### src/rtl/acc_seq_ctrl.sv
// Accelerator sequencer: per channel, fetch the KSIZE x KSIZE kernel, stream the
// ifmap words to the conv engine, wait for the engine, and write results back.
module acc_seq_ctrl #(
  parameter int ADDR_W = 13,
  parameter int DATA_W = 32,
  parameter int KSIZE  = 3,
  parameter int CH_W   = 4
) (
  input  logic                          clk,
  input  logic                          rst_n,
  input  logic                          start,
  input  logic                          abort,
  input  logic [ADDR_W-1:0]             cfg_wbase,
  input  logic [ADDR_W-1:0]             cfg_ibase,
  input  logic [ADDR_W-1:0]             cfg_obase,
  input  logic [ADDR_W-1:0]             cfg_ilen,
  input  logic [CH_W-1:0]               cfg_nch,
  output logic                          rd_en,
  output logic [ADDR_W-1:0]             rd_addr,
  input  logic [DATA_W-1:0]             rd_data,
  output logic [KSIZE*KSIZE*DATA_W-1:0] kernel_data,
  output logic                          kernel_valid,
  output logic [DATA_W-1:0]             conv_num,
  output logic                          conv_num_valid,
  input  logic                          conv_done,
  input  logic [15:0]                   res_data,
  input  logic                          res_valid,
  output logic                          wr_en,
  output logic [ADDR_W-1:0]             wr_addr,
  output logic [15:0]                   wr_data,
  output logic                          busy,
  output logic                          done,
  output logic [CH_W-1:0]               ch_idx,
  output logic [ADDR_W-1:0]             res_cnt
);

  localparam int NW = KSIZE * KSIZE;
  localparam int KW = (NW > 1) ? $clog2(NW) : 1;
  localparam logic [KW-1:0] K_LAST = KW'(NW - 1);

  typedef enum logic [2:0] {IDLE, WLOAD, WLAST, STREAM, DRAIN, NEXTCH} state_t;
  state_t state, state_nxt;

  // Read pointers run on across channels, so channel c naturally lands on
  // base + c*NW (weights) and base + c*ilen (ifmap) without a multiplier.
  logic [ADDR_W-1:0] w_addr, i_addr, obase_q, ilen_q, n_cnt;
  logic [CH_W-1:0]   nch_q, ch_inc;
  logic [KW-1:0]     k_cnt, kcap_idx_p1;
  logic              kcap_vld_p1, strm_vld_p1;
  logic              n_last, res_acc;

  always_comb begin
    state_nxt = state;
    ch_inc    = ch_idx + CH_W'(1);
    n_last    = (n_cnt == ilen_q - ADDR_W'(1));
    case (state)
      IDLE:    if (start) state_nxt = WLOAD;
      WLOAD:   if (abort) state_nxt = IDLE;
               else if (k_cnt == K_LAST) state_nxt = WLAST;
      WLAST:   if (abort) state_nxt = IDLE;
               else state_nxt = (ilen_q == '0) ? DRAIN : STREAM;
      STREAM:  if (abort) state_nxt = IDLE;
               else if (n_last) state_nxt = DRAIN;
      DRAIN:   if (abort) state_nxt = IDLE;
               else if (conv_done) state_nxt = NEXTCH;
      NEXTCH:  if (abort) state_nxt = IDLE;
               else state_nxt = (ch_inc == nch_q) ? IDLE : WLOAD;
      default: state_nxt = IDLE;
    endcase
  end

  always_comb begin
    rd_en   = 1'b0;
    rd_addr = '0;
    if (state == WLOAD) begin
      rd_en   = 1'b1;
      rd_addr = w_addr;
    end else if (state == STREAM) begin
      rd_en   = 1'b1;
      rd_addr = i_addr;
    end
    busy           = (state != IDLE);
    conv_num_valid = strm_vld_p1;
    conv_num       = strm_vld_p1 ? rd_data : '0;
    res_acc        = busy && res_valid && !abort;
  end

  always_ff @(posedge clk or negedge rst_n) begin
    if (!rst_n) begin
      state        <= IDLE;
      w_addr       <= '0;
      i_addr       <= '0;
      obase_q      <= '0;
      ilen_q       <= '0;
      nch_q        <= '0;
      n_cnt        <= '0;
      k_cnt        <= '0;
      kcap_idx_p1  <= '0;
      kcap_vld_p1  <= 1'b0;
      strm_vld_p1  <= 1'b0;
      kernel_data  <= '0;
      kernel_valid <= 1'b0;
      wr_en        <= 1'b0;
      wr_addr      <= '0;
      wr_data      <= '0;
      done         <= 1'b0;
      ch_idx       <= '0;
      res_cnt      <= '0;
    end else begin
      state <= state_nxt;
      // p1: SRAM word for last cycle's read is on rd_data; steer it to kernel or stream
      kcap_vld_p1  <= (state == WLOAD) && !abort;
      kcap_idx_p1  <= k_cnt;
      strm_vld_p1  <= (state == STREAM) && !abort;
      kernel_valid <= (state == WLAST) && !abort;
      if (kcap_vld_p1)
        kernel_data[int'(kcap_idx_p1)*DATA_W +: DATA_W] <= rd_data;

      // p1: registered write-back of engine results
      wr_en <= res_acc;
      if (res_acc) begin
        wr_addr <= obase_q + res_cnt;
        wr_data <= res_data;
        res_cnt <= res_cnt + ADDR_W'(1);
      end

      case (state)
        IDLE: if (start) begin
          w_addr  <= cfg_wbase;
          i_addr  <= cfg_ibase;
          obase_q <= cfg_obase;
          ilen_q  <= cfg_ilen;
          nch_q   <= (cfg_nch == '0) ? CH_W'(1) : cfg_nch;
          k_cnt   <= '0;
          n_cnt   <= '0;
          ch_idx  <= '0;
          res_cnt <= '0;
          done    <= 1'b0;
        end
        WLOAD: begin
          w_addr <= w_addr + ADDR_W'(1);
          k_cnt  <= (k_cnt == K_LAST) ? '0 : k_cnt + KW'(1);
        end
        STREAM: begin
          i_addr <= i_addr + ADDR_W'(1);
          n_cnt  <= n_last ? '0 : n_cnt + ADDR_W'(1);
        end
        NEXTCH: if (!abort) begin
          ch_idx <= ch_inc;
          if (ch_inc == nch_q) done <= 1'b1;
        end
        default: ;
      endcase
    end
  end

endmodule

### config.mk
export PLATFORM = sky130hd
export DESIGN_NAME = acc_seq_ctrl
export DESIGN_NICKNAME = d
export VERILOG_FILES = /design/src/rtl/acc_seq_ctrl.sv
export SDC_FILE = /design/constraint.sdc
export NUM_CORES = 1
export LEC_CHECK = 0
export BUFFER_PORTS_ARGS = -buffer_cell sky130_fd_sc_hd__clkbuf_2
export CAP_MARGIN = 30
export CORE_MARGIN = 10
export CORE_UTILIZATION = 48
export CTS_BUF_LIST = sky130_fd_sc_hd__clkbuf_8
export CTS_CLUSTER_SIZE = 10
export DETAILED_ROUTE_END_ITERATION = 10
export PLACE_DENSITY = 0.74
export RECOVER_POWER = 50
export SLEW_MARGIN = 20
export SYNTH_ARGS = -nofsm -noshare
export SYNTH_HDL_FRONTEND = slang
export SYNTH_SLANG_ARGS = --single-unit
export TNS_END_PERCENT = 5
### constraint.sdc
create_clock -name clk -period 3.45 [get_ports clk]
set_input_delay 0.345 -clock clk [delete_from_list [all_inputs] [get_ports clk]]
set_output_delay 0.345 -clock clk [all_outputs]
set_load 0.01 [all_outputs]
[Word-level counts from Yosys, hierarchy flattened]
Cells that the tools add are included.
Word-level totals
  register bits: 419
  output and inout bits: 385
  word-level logic and storage cells: 101
  bits of input ports: 110
Cells by class
  equal/unequal tests: 14
  add/sub/neg operators: 9
  reduce and logical (&&, ||, !) cells: 19
  mux-type cells: 38
  shift operators: 2
Operators with widths (number)
  $bwmux 288: 1
  $shift 32x33->288 const A: 1
  $shiftx 32x33->288: 1
  $mux 13: 9
  $pmux 13 s2: 3
  $add 13x1->13 const B: 4
  $neg 9->33: 1
  $mux 32: 1
  $mux 3: 9
  $pmux 3 s6: 1
  $mux 4: 4
  $pmux 4 s2: 2
  $add 13x13->13: 1
  $eq 13x13->1: 1
  $logic_not 13->1: 1
  $sub 13x1->13 const B: 1
  $ne 3x3->1 const B: 3
  $add 4x1->4 const B: 2
  $reduce_and 4->1: 2
  $mux 1: 7
  $eq 3x2->1 const B: 2
  $eq 3x3->1 const B: 2
  $ne 2x2->1 const B: 3
  $reduce_and 2->1: 3
  other kinds (11): 17

[Depth between registers and ports, before layout]
  depth after elaboration: 6
  mapped depth: 10
  depth with buffers taken out: 10

[Worst setup path before layout]
Ideal clock, no wire load.
  path kind: register -> register
  start point: register res_cnt[0]
  end point: register wr_addr[12]
  period minus slack after synthesis: 2.457 ns
  path slack: 0.993 ns
  arrival time: 2.328 ns
  required time: 3.320 ns
  cell stages (with the launch flop): 11
  setup time: 0.130 ns
  path buffers: 0
  path through: dfrtp_1 -> ha_1 -> inv_1 -> fa_1 -> nor2b_1 -> o31a_1 -> o41a_1 -> a41o_1 -> o41ai_1 -> xnor2_1 -> o21ai_1
Between the ends
  longest elaborated chain between the ends: 1
RTL lines
  from (decl): line 34  | output logic [ADDR_W-1:0] res_cnt
  from (signal assigned): line 124  | res_cnt <= res_cnt + ADDR_W'(1);
  $add 13x13->13: line 122  | wr_addr <= obase_q + res_cnt;
  to (signal assigned): line 122
  to (decl): line 29  | output logic [ADDR_W-1:0] wr_addr,
No other way between the ends.
A chain may end at the register's enable or synchronous reset.

[Worst setup path in the final report]
  start point: register kcap_idx_p1[0]
  end point: register kernel_data[80]
Between the ends
  longest elaborated chain between the ends: 3
  elaborated cells on any way between the ends: 4
  classes of those cells: add/sub: 1; shift: 2; mux: 1
RTL lines
  from (decl): line 48  | logic [KW-1:0] k_cnt, kcap_idx_p1;
  from (signal assigned): line 113  | kcap_idx_p1 <= k_cnt;
  $neg 9->33 (*): line 117  | kernel_data[int'(kcap_idx_p1)*DATA_W +: DATA_W] <= rd_data;
  $shiftx 32x33->288 or $shift 32x33->288 (tied branches): line 117
  $bwmux 288 (*): line 117
  to (signal, indexed assignment): line 117
  to (decl): line 21  | output logic [KSIZE*KSIZE*DATA_W-1:0] kernel_data,
Mark *: on every way between the ends. The rest lies on a longest branch, timed or not.

==> out/results.tsv <==
metric	value	unit
finalWirelength	60.1	mm
viasPerCell	5.45	
period_minus_slack	2740	ps
worstPathRequired	3940	ps
rsz0062_at_grt	false	
violations	capacitance limit, slew limit	
setup_tns	0	ps
grt.overflow.total	0	
synth_compound_area_share	12.9	%
cts_buffers	71	
io_buffer_count	494	
cts_hold_buf	79	
clk_pin_slew_worst_paths	60	ps
p_comb_share	36.2	%
synthDistinctLibCells	66	
path_class	reg2reg	
drtIter0Drc	1129	
drive_gt1_share	20.7	%
ys_seq_elements	419	
grt_max_degree	89	
p_sw_share	40.8	%
power.leakage	11.1	nW
switchingPower	8.16	mW
cts_root_buffer	clkbuf_8	
drt_pass1_iterations	5	
ys_warn_count	0	
area_growth	28.2	%
critical_path.endpoint_type	flip-flop	
place_congestion	0.873	
vdd.ir_drop.worst	0.575	mV
syn_inst	1834	
diodes	0	
die_x	213	µm
final_hold_viol_count	0	
max_clock_freq	0.365	GHz
cap_violations	1	
drv_slew	66	
cts.htree.levels	3	
final_core_util	62.4	%
dpl.hpwl	44.1	mm
min_period_over_period	79.5	%
drc	0	
io_pins	495	
die_h	213	µm
slew_headroom	-29.2	%
synth_ff_type	dfrtp_1	
cts_tree	built	
multiInputGateArea	6900	µm²
synth_xor_area_share	2.21	%
finalSetupViolations	0	
num_vias	16000	
path_max_fanout	38	
track_usage	26.1	%
cts_resized	0	
synth_area_per_cell	9.72	µm²
clkPwrFrac	22.9	%
power_frac_seq	41.0	%
synth_top_family_by_area	simple AND/OR/NAND/NOR gates	
antenna_found_initial	1	
worst_ep_arrival_time	3230	ps
initial_core_util	48.7	%
wl_per_cell	20.5	µm
synth-simple-area-share	18.8	%
synthMuxAreaShare	2.87	%
clock_latency	630	ps
grt_first_pass_wirelength	92.5	mm
seq_area	10500	µm²
status	finished, violations left	
grt_pass1_vias	16000	
clock-sinks	419	
synthArstFlopShare	100	%
synth_edf_count	0	
powerDensity	875	nW/µm²
drtAntennaViolNets	0	
fin_skew	14.3	ps
hold_class	in2reg	
p_int	11.8	mW
core	36600	µm²
synth_nets	1968	
cts_setup_buffers	0	
rows	70	
fill_cells	3071	
start_kind	flip-flop	
hold_ws	51.2	ps
synthesis.area	17800	µm²
nNetsFinal	2546	
tightest_slew	1940	ps
max-clock-path-buffers	3	
ys_seq_area_share	58.8	%
synthAdderAreaFrac	1.73	%
die_area	45200	µm²
## per-layer routing
layer / up-vias / routed length, µm / GRT usage, %
met5: - / 15 / 0
met4: 2 / 1880 / 8.89
met3: 118 / 5140 / 6.54
met2: 693 / 29900 / 44.5
met1: 7758 / 23200 / 31.8
li1: 7389 / - / -
## layout make-up
cell class	instances	area share [%]
clock buffers	91	5.48
clock inverters	32	0.958
inverters	22	0.361
multi-input cells	1293	30.2
flip-flops and latches	419	45.9
well taps	468	2.56
repair buffers	605	14.6
## synthesized netlist by cell type (5+ instances only)
cell type	number	area share [%]
xor2_1	26	1.3
nand3_1	39	1.1
o31ai_1	33	1.4
a21oi_1	22	0.62
nor2_1	92	1.9
xnor2_1	19	0.93
a211oi_1	14	0.59
o21ai_0	264	7.4
nand2_1	531	11
dfrtp_1	419	59
o22ai_1	5	0.18
ha_1	23	1.6
nor3_1	25	0.70
and3_1	13	0.46
mux2i_1	14	0.79
nand3b_1	6	0.25
clkbuf_1	93	2.0
and2_1	39	1.4
nor4_1	5	0.18
a311oi_1	10	0.49
o211ai_1	5	0.21
mux2_2	33	2.1
inv_1	22	0.46
## worst paths after layout
kind / slack, ps / from / endpoint / cells past startpoint
setup / recovery: 710 / kcap_idx_p1[0] / kernel_data[80] / 8
hold / removal: 50 / cfg_wbase[2] / w_addr[2] / 3
setup reg to reg: 710 / kcap_idx_p1[0] / kernel_data[80] / 8
hold reg to reg: 480 / wr_data[0] / wr_data[0] / 2
max in group asynchronous: 720 / rst_n / kernel_data[229] / 3
min in group asynchronous: 790 / rst_n / wr_data[5] / 2
## sequential cells by signal (all words and copies together), names as in the netlist
signal and count:
kernel_valid 1, conv_num_valid 1, n_cnt 13, ch_idx 4, res_cnt 13, state 3
nch_q 4, kcap_vld_p1 1, done 1, i_addr 13, ilen_q 13, kernel_data 288
wr_addr 13, k_cnt 4, wr_data 16, kcap_idx_p1 4, w_addr 13, wr_en 1
obase_q 13
## kinds of logic (layout without fill, tap and decap cells)
group	count (synthesis)	in the layout
flip-flops	419	419
multiplexers	47	47
XOR/XNOR	45	45
AO/OA/AOI/OAI	393	393
AND/OR/NAND/NOR	784	784
buffers and inverters	122	750
adder cells (fa/ha/maj)	24	24
## critical path, cell delays in order (launching register included)
cell      delay, ps
dfrtp_2         560
nor3_1          360
ha_1            240
nand3b_1        150
nor2_1          260
nand3_2         490
buf_12          370
nand2_1          90
o21ai_0          90
## power groups by stage
stage	combinational [mW]	clock, mW	sequential, mW
floorplan	3.48	0	8.53
global placement	7.19	0	8.16
detailed placement	7.40	0	8.23
CTS	7.51	4.67	8.16
global route	8.06	4.88	8.41
finish	7.23	4.58	8.20
## cells in the final DEF, fill, tap and decap left out, types with 6 or more instances in the layout
cell,synthesis,layout
a21oi_1,22,22
dlygate4sd3_1,0,79
mux2_2,33,33
and2_1,39,38
xnor2_1,19,19
o21ai_0,264,264
buf_4,0,25
and3_1,13,13
nand2_1,531,530
a211oi_1,14,14
mux2i_1,14,14
clkinv_2,0,9
clkbuf_8,2,91
o31ai_1,33,33
nor3_1,25,24
inv_1,22,36
xor2_1,26,26
ha_1,23,23
clkbuf_1,93,188
nand3b_1,6,6
nand3_1,39,34
clkbuf_2,0,307
a311oi_1,10,10
dfrtp_1,419,418
nor2_1,92,91
## through the flow
stage / cell area [µm²] / total power, mW / cells / setup slack [ps]
2_1_floorplan: 17800 / 12.0 / 1834 / 993
3_3_place_gp: 20800 / 15.3 / 2727 / 689
3_5_place_dp: 20800 / 15.6 / 2727 / 579
4_1_cts: 23100 / 20.3 / 2929 / 550
5_1_grt: 22900 / 21.4 / 2930 / 267
6_report: 22900 / 20.0 / 2930 / 707
(Power assumes the default switching activity.)
